[config.mk]
export PLATFORM = sky130hd
export DESIGN_NAME = muldiv_unit_flat
export DESIGN_NICKNAME = d
export VERILOG_FILES = /design/src/rtl/muldiv_unit_if.sv /design/src/rtl/muldiv_unit.sv /design/src/flat_wrapper.sv
export SDC_FILE = /design/constraint.sdc
export NUM_CORES = 1
export LEC_CHECK = 0
export BUFFER_PORTS_ARGS = -buffer_cell sky130_fd_sc_hd__buf_2
export CAP_MARGIN = 20
export CORE_MARGIN = 4
export CORE_UTILIZATION = 55
export CTS_BUF_LIST = sky130_fd_sc_hd__clkbuf_16
export DETAILED_ROUTE_END_ITERATION = 10
export HOLD_SLACK_MARGIN = 0.1
export MAX_ROUTING_LAYER = met4
export PLACE_DENSITY = 0.79
export SYNTH_ARGS = -nofsm -noshare
export SYNTH_HDL_FRONTEND = slang
export SYNTH_SLANG_ARGS = --single-unit
export TNS_END_PERCENT = 5
[constraint.sdc]
create_clock -name clk -period 2.88 [get_ports clk]
set_input_delay 0.144 -clock clk [delete_from_list [all_inputs] [get_ports clk]]
set_output_delay 0.144 -clock clk [all_outputs]
set_load 0.05 [all_outputs]
[src/rtl/muldiv_unit_if.sv]
// Request/response bundle between the pipeline and the HI/LO multiply-divide unit.
interface muldiv_unit_if #(
  parameter int unsigned M = 32
);
  logic         start;
  logic [1:0]   op;
  logic [M-1:0] a;
  logic [M-1:0] b;
  logic         we_hi;
  logic         we_lo;
  logic [M-1:0] wdata;
  logic         busy;
  logic         done;
  logic [M-1:0] hi;
  logic [M-1:0] lo;

  modport master (
    output start, op, a, b, we_hi, we_lo, wdata,
    input  busy, done, hi, lo
  );

  modport slave (
    input  start, op, a, b, we_hi, we_lo, wdata,
    output busy, done, hi, lo
  );
endinterface

[src/rtl/muldiv_unit.sv]
// Iterative MULT/MULTU/DIV/DIVU unit with architectural HI/LO registers.
// One radix-2 step per cycle on operand magnitudes, then a single sign-fix cycle.
module muldiv_unit #(
  parameter int unsigned M = 32
) (
  input logic          clk,
  input logic          rst_n,
  muldiv_unit_if.slave bus
);

  localparam int unsigned     CntW    = (M > 1) ? $clog2(M) : 1;
  localparam logic [CntW-1:0] LastCnt = CntW'(M - 1);

  typedef enum logic [1:0] {
    StIdle,
    StRun,
    StFix
  } state_e;

  state_e r_state;
  state_e w_state_next;

  logic [CntW-1:0] r_cnt;
  logic            r_is_div;
  logic            r_neg_a;
  logic            r_neg_b;
  logic [M-1:0]    r_b;   // multiplicand or divisor magnitude
  logic [M-1:0]    r_ph;  // product high half / partial remainder
  logic [M-1:0]    r_pl;  // multiplier / dividend, shifted out as result bits shift in
  logic [M-1:0]    r_hi;
  logic [M-1:0]    r_lo;
  logic            r_done;

  logic           w_accept;
  logic           w_last;
  logic           w_signed;
  logic           w_a_neg;
  logic           w_b_neg;
  logic [M-1:0]   w_mag_a;
  logic [M-1:0]   w_mag_b;
  logic [M-1:0]   w_mul_addend;
  logic [M:0]     w_mul_sum;
  logic [M:0]     w_div_shift;
  logic           w_div_ge;
  logic [M-1:0]   w_div_diff;
  logic [2*M-1:0] w_prod;
  logic [2*M-1:0] w_prod_fix;
  logic [M-1:0]   w_quot_fix;
  logic [M-1:0]   w_rem_fix;
  logic [M-1:0]   w_res_hi;
  logic [M-1:0]   w_res_lo;

  // Operand conditioning, per-iteration arithmetic and final sign correction
  always_comb begin
    w_accept = (r_state == StIdle) && bus.start;
    w_last   = (r_cnt == LastCnt);
    // op[0] set means unsigned; signed ops work on magnitudes
    w_signed = ~bus.op[0];
    w_a_neg  = w_signed & bus.a[M-1];
    w_b_neg  = w_signed & bus.b[M-1];
    w_mag_a  = w_a_neg ? -bus.a : bus.a;
    w_mag_b  = w_b_neg ? -bus.b : bus.b;

    // Shift-add: add multiplicand when the current multiplier LSB is set
    w_mul_addend = r_pl[0] ? r_b : '0;
    w_mul_sum    = {1'b0, r_ph} + {1'b0, w_mul_addend};

    // Restoring divide: the true difference always fits M bits when it is kept
    w_div_shift = {r_ph, r_pl[M-1]};
    w_div_ge    = (w_div_shift >= {1'b0, r_b});
    w_div_diff  = w_div_shift[M-1:0] - r_b;

    // A zero divisor makes every trial subtract succeed, so the quotient is all
    // ones and the remainder ends up equal to the dividend magnitude; the normal
    // sign fix then yields HI=a and LO=1/all-ones without a special case.
    w_prod     = {r_ph, r_pl};
    w_prod_fix = (r_neg_a ^ r_neg_b) ? -w_prod : w_prod;
    w_quot_fix = (r_neg_a ^ r_neg_b) ? -r_pl : r_pl;
    w_rem_fix  = r_neg_a ? -r_ph : r_ph;

    w_res_hi = r_is_div ? w_rem_fix  : w_prod_fix[2*M-1:M];
    w_res_lo = r_is_div ? w_quot_fix : w_prod_fix[M-1:0];
  end

  // State register
  always_ff @(posedge clk or negedge rst_n) begin
    if (!rst_n) begin
      r_state <= StIdle;
    end else begin
      r_state <= w_state_next;
    end
  end

  // Next-state logic: accept, M iterations, one fix-up cycle
  always_comb begin
    w_state_next = r_state;
    unique case (r_state)
      StIdle:  if (bus.start) w_state_next = StRun;
      StRun:   if (w_last) w_state_next = StFix;
      StFix:   w_state_next = StIdle;
      default: w_state_next = StIdle;
    endcase
  end

  // Outputs: busy follows state, done is the registered fix-up marker
  always_comb begin
    bus.busy = (r_state != StIdle);
    bus.done = r_done;
  end

  assign bus.hi = r_hi;
  assign bus.lo = r_lo;

  // Operand latch at accept, then one radix-2 iteration per RUN cycle
  always_ff @(posedge clk or negedge rst_n) begin
    if (!rst_n) begin
      r_cnt    <= '0;
      r_is_div <= 1'b0;
      r_neg_a  <= 1'b0;
      r_neg_b  <= 1'b0;
      r_b      <= '0;
      r_ph     <= '0;
      r_pl     <= '0;
    end else if (w_accept) begin
      r_cnt    <= '0;
      r_is_div <= bus.op[1];
      r_neg_a  <= w_a_neg;
      r_neg_b  <= w_b_neg;
      r_b      <= w_mag_b;
      r_ph     <= '0;
      r_pl     <= w_mag_a;
    end else if (r_state == StRun) begin
      r_cnt <= r_cnt + CntW'(1);
      if (r_is_div) begin
        if (w_div_ge) begin
          r_ph <= w_div_diff;
          r_pl <= {r_pl[M-2:0], 1'b1};
        end else begin
          r_ph <= w_div_shift[M-1:0];
          r_pl <= {r_pl[M-2:0], 1'b0};
        end
      end else begin
        r_ph <= w_mul_sum[M:1];
        r_pl <= {w_mul_sum[0], r_pl[M-1:1]};
      end
    end
  end

  // HI/LO: result write in FIX, direct MTHI/MTLO writes only while idle
  always_ff @(posedge clk or negedge rst_n) begin
    if (!rst_n) begin
      r_hi <= '0;
      r_lo <= '0;
    end else if (r_state == StFix) begin
      r_hi <= w_res_hi;
      r_lo <= w_res_lo;
    end else if (r_state == StIdle) begin
      if (bus.we_hi) r_hi <= bus.wdata;
      if (bus.we_lo) r_lo <= bus.wdata;
    end
  end

  // done pulses for the single cycle after HI/LO take the result
  always_ff @(posedge clk or negedge rst_n) begin
    if (!rst_n) begin
      r_done <= 1'b0;
    end else begin
      r_done <= (r_state == StFix);
    end
  end

endmodule

[src/flat_wrapper.sv]
// flat-port wrapper written by rule: the top's interface ports become plain ports
module muldiv_unit_flat 
#(
  parameter int unsigned M = 32
)
  (clk, rst_n, bus_start, bus_op, bus_a, bus_b, bus_we_hi, bus_we_lo, bus_wdata, bus_busy, bus_done, bus_hi, bus_lo);
  muldiv_unit_if #(.M(M)) bus_i ();
  input logic clk;
  input logic rst_n;
  input wire logic [$bits(bus_i.start)-1:0] bus_start;
  input wire logic [$bits(bus_i.op)-1:0] bus_op;
  input wire logic [$bits(bus_i.a)-1:0] bus_a;
  input wire logic [$bits(bus_i.b)-1:0] bus_b;
  input wire logic [$bits(bus_i.we_hi)-1:0] bus_we_hi;
  input wire logic [$bits(bus_i.we_lo)-1:0] bus_we_lo;
  input wire logic [$bits(bus_i.wdata)-1:0] bus_wdata;
  output wire logic [$bits(bus_i.busy)-1:0] bus_busy;
  output wire logic [$bits(bus_i.done)-1:0] bus_done;
  output wire logic [$bits(bus_i.hi)-1:0] bus_hi;
  output wire logic [$bits(bus_i.lo)-1:0] bus_lo;
  assign bus_i.start = bus_start;
  assign bus_i.op = bus_op;
  assign bus_i.a = bus_a;
  assign bus_i.b = bus_b;
  assign bus_i.we_hi = bus_we_hi;
  assign bus_i.we_lo = bus_we_lo;
  assign bus_i.wdata = bus_wdata;
  assign bus_busy = bus_i.busy;
  assign bus_done = bus_i.done;
  assign bus_hi = bus_i.hi;
  assign bus_lo = bus_i.lo;
  muldiv_unit #(.M(M)) u_core (.clk(clk), .rst_n(rst_n), .bus(bus_i));
endmodule
==> out/summary.log <==
qor: outcome.status finished with violations
qor: outcome.failed_checks negative setup slack
qor: worst_hold_path.hold_end u_core.r_b[22]
qor: setup_path.setup.worst_path.start_class flop
qor: setup_path.timing.critical_path.fanout_max 18
qor: drt.drt_iter0_drc 2,531
qor: clock_tree.root_cell_of_the_clock_tree clkbuf_16
qor: global_routing.globalRoute.totalOverflow 0
qor: yosys.synth.yosys.warnings 0
qor: setup_path.critPathRequiredTime 3.21 ns
qor: worst_hold_path.whs_path_depth 3
qor: timing.finalHoldViolCount 0
qor: clock_tree.cts.reportedPaths.clkPinSlew 0.09 ns
qor: global_routing.grt_antenna_before_repair 1
qor: clock_tree.clk_lat_worst_skew 0.46 ns
qor: die.die_h 173 um
qor: setup_path.crit_path_dat 3.32 ns
qor: clock_tree.ctsHtreeMaxLevel 4
qor: die.core 26,900 um2
qor: setup_path.rr_startpoint u_core.r_pl[0]
qor: layout.syn_to_final_growth 36.0%
qor: yosys.synth_enable_flop_cells 0
qor: drt.drt.antenna.violating_nets 0
qor: die.num_io_pins 169
qor: timing.final_critical_path_setup_slack -0.109 ns
qor: drt.detail_route.first_pass.iterations 8
qor: global_routing.use_met1 53.8%
qor: placed_design.io_buffers 168
qor: global_routing.grt_busiest_layer met2
qor: layout.nNetsFinal 2,572
qor: die.die-area 29,900 um2
qor: yosys.post_synth_num_cell_types 87
qor: worst_hold_path.hold_path_class input pin to flop
qor: yosys.ys_ff_latch 171
qor: timing.slew-limit-headroom 39.9%
qor: global_routing.grt_max_degree 65
qor: drt.dr_total_vias 17,900
qor: timing.clock-skew-final 0.0155 ns
qor: yosys.synth_area_per_cell 7.72 um2
qor: yosys.postSynthCellCount 1,938
qor: global_routing.grt_use_met2 60.4%
qor: setup_path.worstSetupPathType flop to flop
qor: drt.wire_per_inst 22.4 um
qor: setup_path.endpoint_kind flop
qor: clock_tree.cts.sinks 171
qor: timing.timing_max_transition_violations_final 0
qor: die.std_cell_rows 60
qor: yosys.synth_fp_nets 2,113
qor: clock_tree.cts_tree done
qor: layout.post_route_cells_drive_above_1_share 25.8%
qor: timing.clock_period_minus_final_worst_setup_slack 2.99 ns
qor: timing.finalSetupViolations 26
qor: global_routing.grt_pass1_wl 93.7 mm
qor: die.fp.dieW 173 um
qor: clock_tree.cts-root-to-sink-buffers 2
qor: timing.final_min_period_over_clock_period 104%
qor: global_routing.global_route_usage_sum 39.6%
qor: die.floorplan.initialDensity 55.7%
qor: placed_design.place.gp.congestion 1.03
qor: layout.final_core_utilization 75.7%
qor: worst_hold_path.hold_path.startpoint bus_b[22]
qor: setup_path.r2r_end u_core.r_ph[28]
qor: setup_path.worst_case_reg_to_reg_path_depth 12
qor: yosys.seq_total_area_yosys 28.6%
qor: placed_design.place_hpwl 43.6 mm
qor: setup_path.r2r_slack -0.11 ns
qor: global_routing.via_count_of_the_first_global_routing_pass 17,200
qor: yosys.synth_async_sr_flop_share 100%
qor: drt.routed_via_density 6.52
qor: yosys.mapped_cell_area 15,000 um2
qor: yosys.synth-main-ff-cell dfrtp_1
qor: job.max_capacitance_violation_count 0
qor: global_routing.met3_usage 6.76%
qor: timing.rsz0062_at_grt true
qor: timing.fin_worst_hold_slack 0.103 ns
qor: clock_tree.cts_inserted_buffers 17
qor: timing.fmax 335 MHz
qor: drt.detail_route.wirelength 61.8 mm
qor: drt.drt_drc_violations_left 0
qor: timing.finalSetupTns -1.03 ns
qor: timing.worstMarginPinSlew 0.901 ns
-- layer usage --
layer / up-vias / routed length (um) / part of all wire (%)
met3: 245 / 6660 / 11
met1: 8516 / 24800 / 40
met2: 1243 / 27800 / 45
li1: 7939 / - / -
met4: 0 / 2560 / 4.1
met5: - / 0 / 0
-- cell type report --
cell class | instances | area (um2)
clock buffer | 17 | 425
fill | 1937 | 6530
antenna | 1 | 2.50
inverter | 66 | 250
timing repair buffer | 560 | 4130
tap | 341 | 427
clock inverter | 15 | 214
multi-input combinational | 1581 | 10600
sequential | 171 | 4290
-- synthesized netlist by cell type (all sizes together) (12+ instances only) --
library cell	number	share of area, %
o21ai	214	7.2
nand4	13	0.54
clkbuf	100	2.5
o31ai	38	1.9
nor4	23	1.2
a211oi	20	1.0
a22oi	16	0.80
nand2b	21	0.88
xnor2	108	6.3
o21a	12	0.60
nand3	33	1.1
o211ai	51	2.6
dfrtp	171	29
mux2i	38	2.5
ha	70	5.9
nor3	43	1.5
a21oi	144	4.8
nand2	256	6.4
nor2	170	4.3
xor2	55	3.2
or4	12	0.70
or3	18	0.79
a31oi	21	0.88
nor2b	12	0.50
o41ai	16	0.99
buf	20	0.67
and3	14	0.59
inv	66	1.7
and2	14	0.59
a21o	20	1.0
-- worst max path at each step --
stage               slack (ns)           start                end  cells after the start
detailed placement       -0.21  u_core.r_pl[0]  u_core.bus.hi[11]                      9
finish                   -0.11  u_core.r_pl[0]    u_core.r_ph[28]                     12
CTS                      -0.09  u_core.r_pl[0]  u_core.bus.hi[27]                     10
global placement         -0.23  u_core.r_pl[0]  u_core.bus.hi[11]                      9
global route             -0.23  u_core.r_pl[0]    u_core.r_ph[28]                     12
floorplan              0.00002  u_core.r_pl[0]    u_core.r_ph[27]                     12
-- sequential cells by signal (all words and copies together), names as in the netlist --
name             flops
u_core.bus.hi       32
u_core.r_neg_a       1
u_core.r_neg_b       1
u_core.r_cnt         5
u_core.bus.lo       32
u_core.r_is_div      1
u_core.r_pl         32
u_core.r_b          32
u_core.r_state       2
u_core.bus.done      1
u_core.r_ph         32
-- kinds of logic (layout without fill, tap and decap cells) --
kind of cell | count (synthesis) | count (layout) | synth area share, %
buffers and inverters | 186 | 658 | 4.83
AND/OR/NAND/NOR | 659 | 659 | 20.8
adder cells (fa/ha/maj) | 72 | 72 | 6.12
XOR/XNOR | 163 | 163 | 9.54
multiplexers | 41 | 41 | 2.77
other | 0 | 1 | 0
AO/OA/AOI/OAI | 646 | 646 | 27.4
flip-flops | 171 | 171 | 28.6
-- timing repair --
item / 4_1_cts / 5_1_grt
hold buffers: 93 / 0
setup endpoints to repair: 40 / 75
hold endpoints to repair: 174 / 0
pin swaps: 29 / 18
resized for setup: 48 / 69
buffers inserted: 10 / 5
-- critical path: stages (launching register included) --
cell       delay, ns
dfrtp_2         0.45
inv_4           0.12
buf_12          0.17
nor2_1          0.07
ha_1            0.33
and3_1          0.22
and2_1          0.19
a2111oi_1       0.48
a31oi_1         0.18
a211oi_2        0.19
xnor2_1         0.08
o221ai_1        0.28
a2bb2oi_1       0.12
-- through the flow --
stage          instances  instance area [um2]  setup WS, ns
2_1_floorplan       1938                15000     0.0000187
3_3_place_gp        2611                18000        -0.227
3_5_place_dp        2611                18000        -0.207
4_1_cts             2746                19900       -0.0929
5_1_grt             2752                20300        -0.227
6_report            2752                20300        -0.109
-- cells in the final DEF (no fill, tap or decap), types with 21 or more instances in the layout --
cell type / instances
a21oi_1: 136
a31oi_1: 21
buf_2: 167
buf_4: 286
dfrtp_1: 167
dlygate4sd3_1: 93
ha_1: 57
inv_1: 63
mux2i_1: 38
nand2_1: 255
nand3_1: 31
nor2_1: 166
nor3_1: 41
o211ai_1: 49
o21ai_0: 156
o21ai_1: 50
o31ai_1: 34
xnor2_1: 105
xor2_1: 54
Power is not shown: default switching activity piles up to over one toggle a cycle in this logic, so the estimate is an artifact.
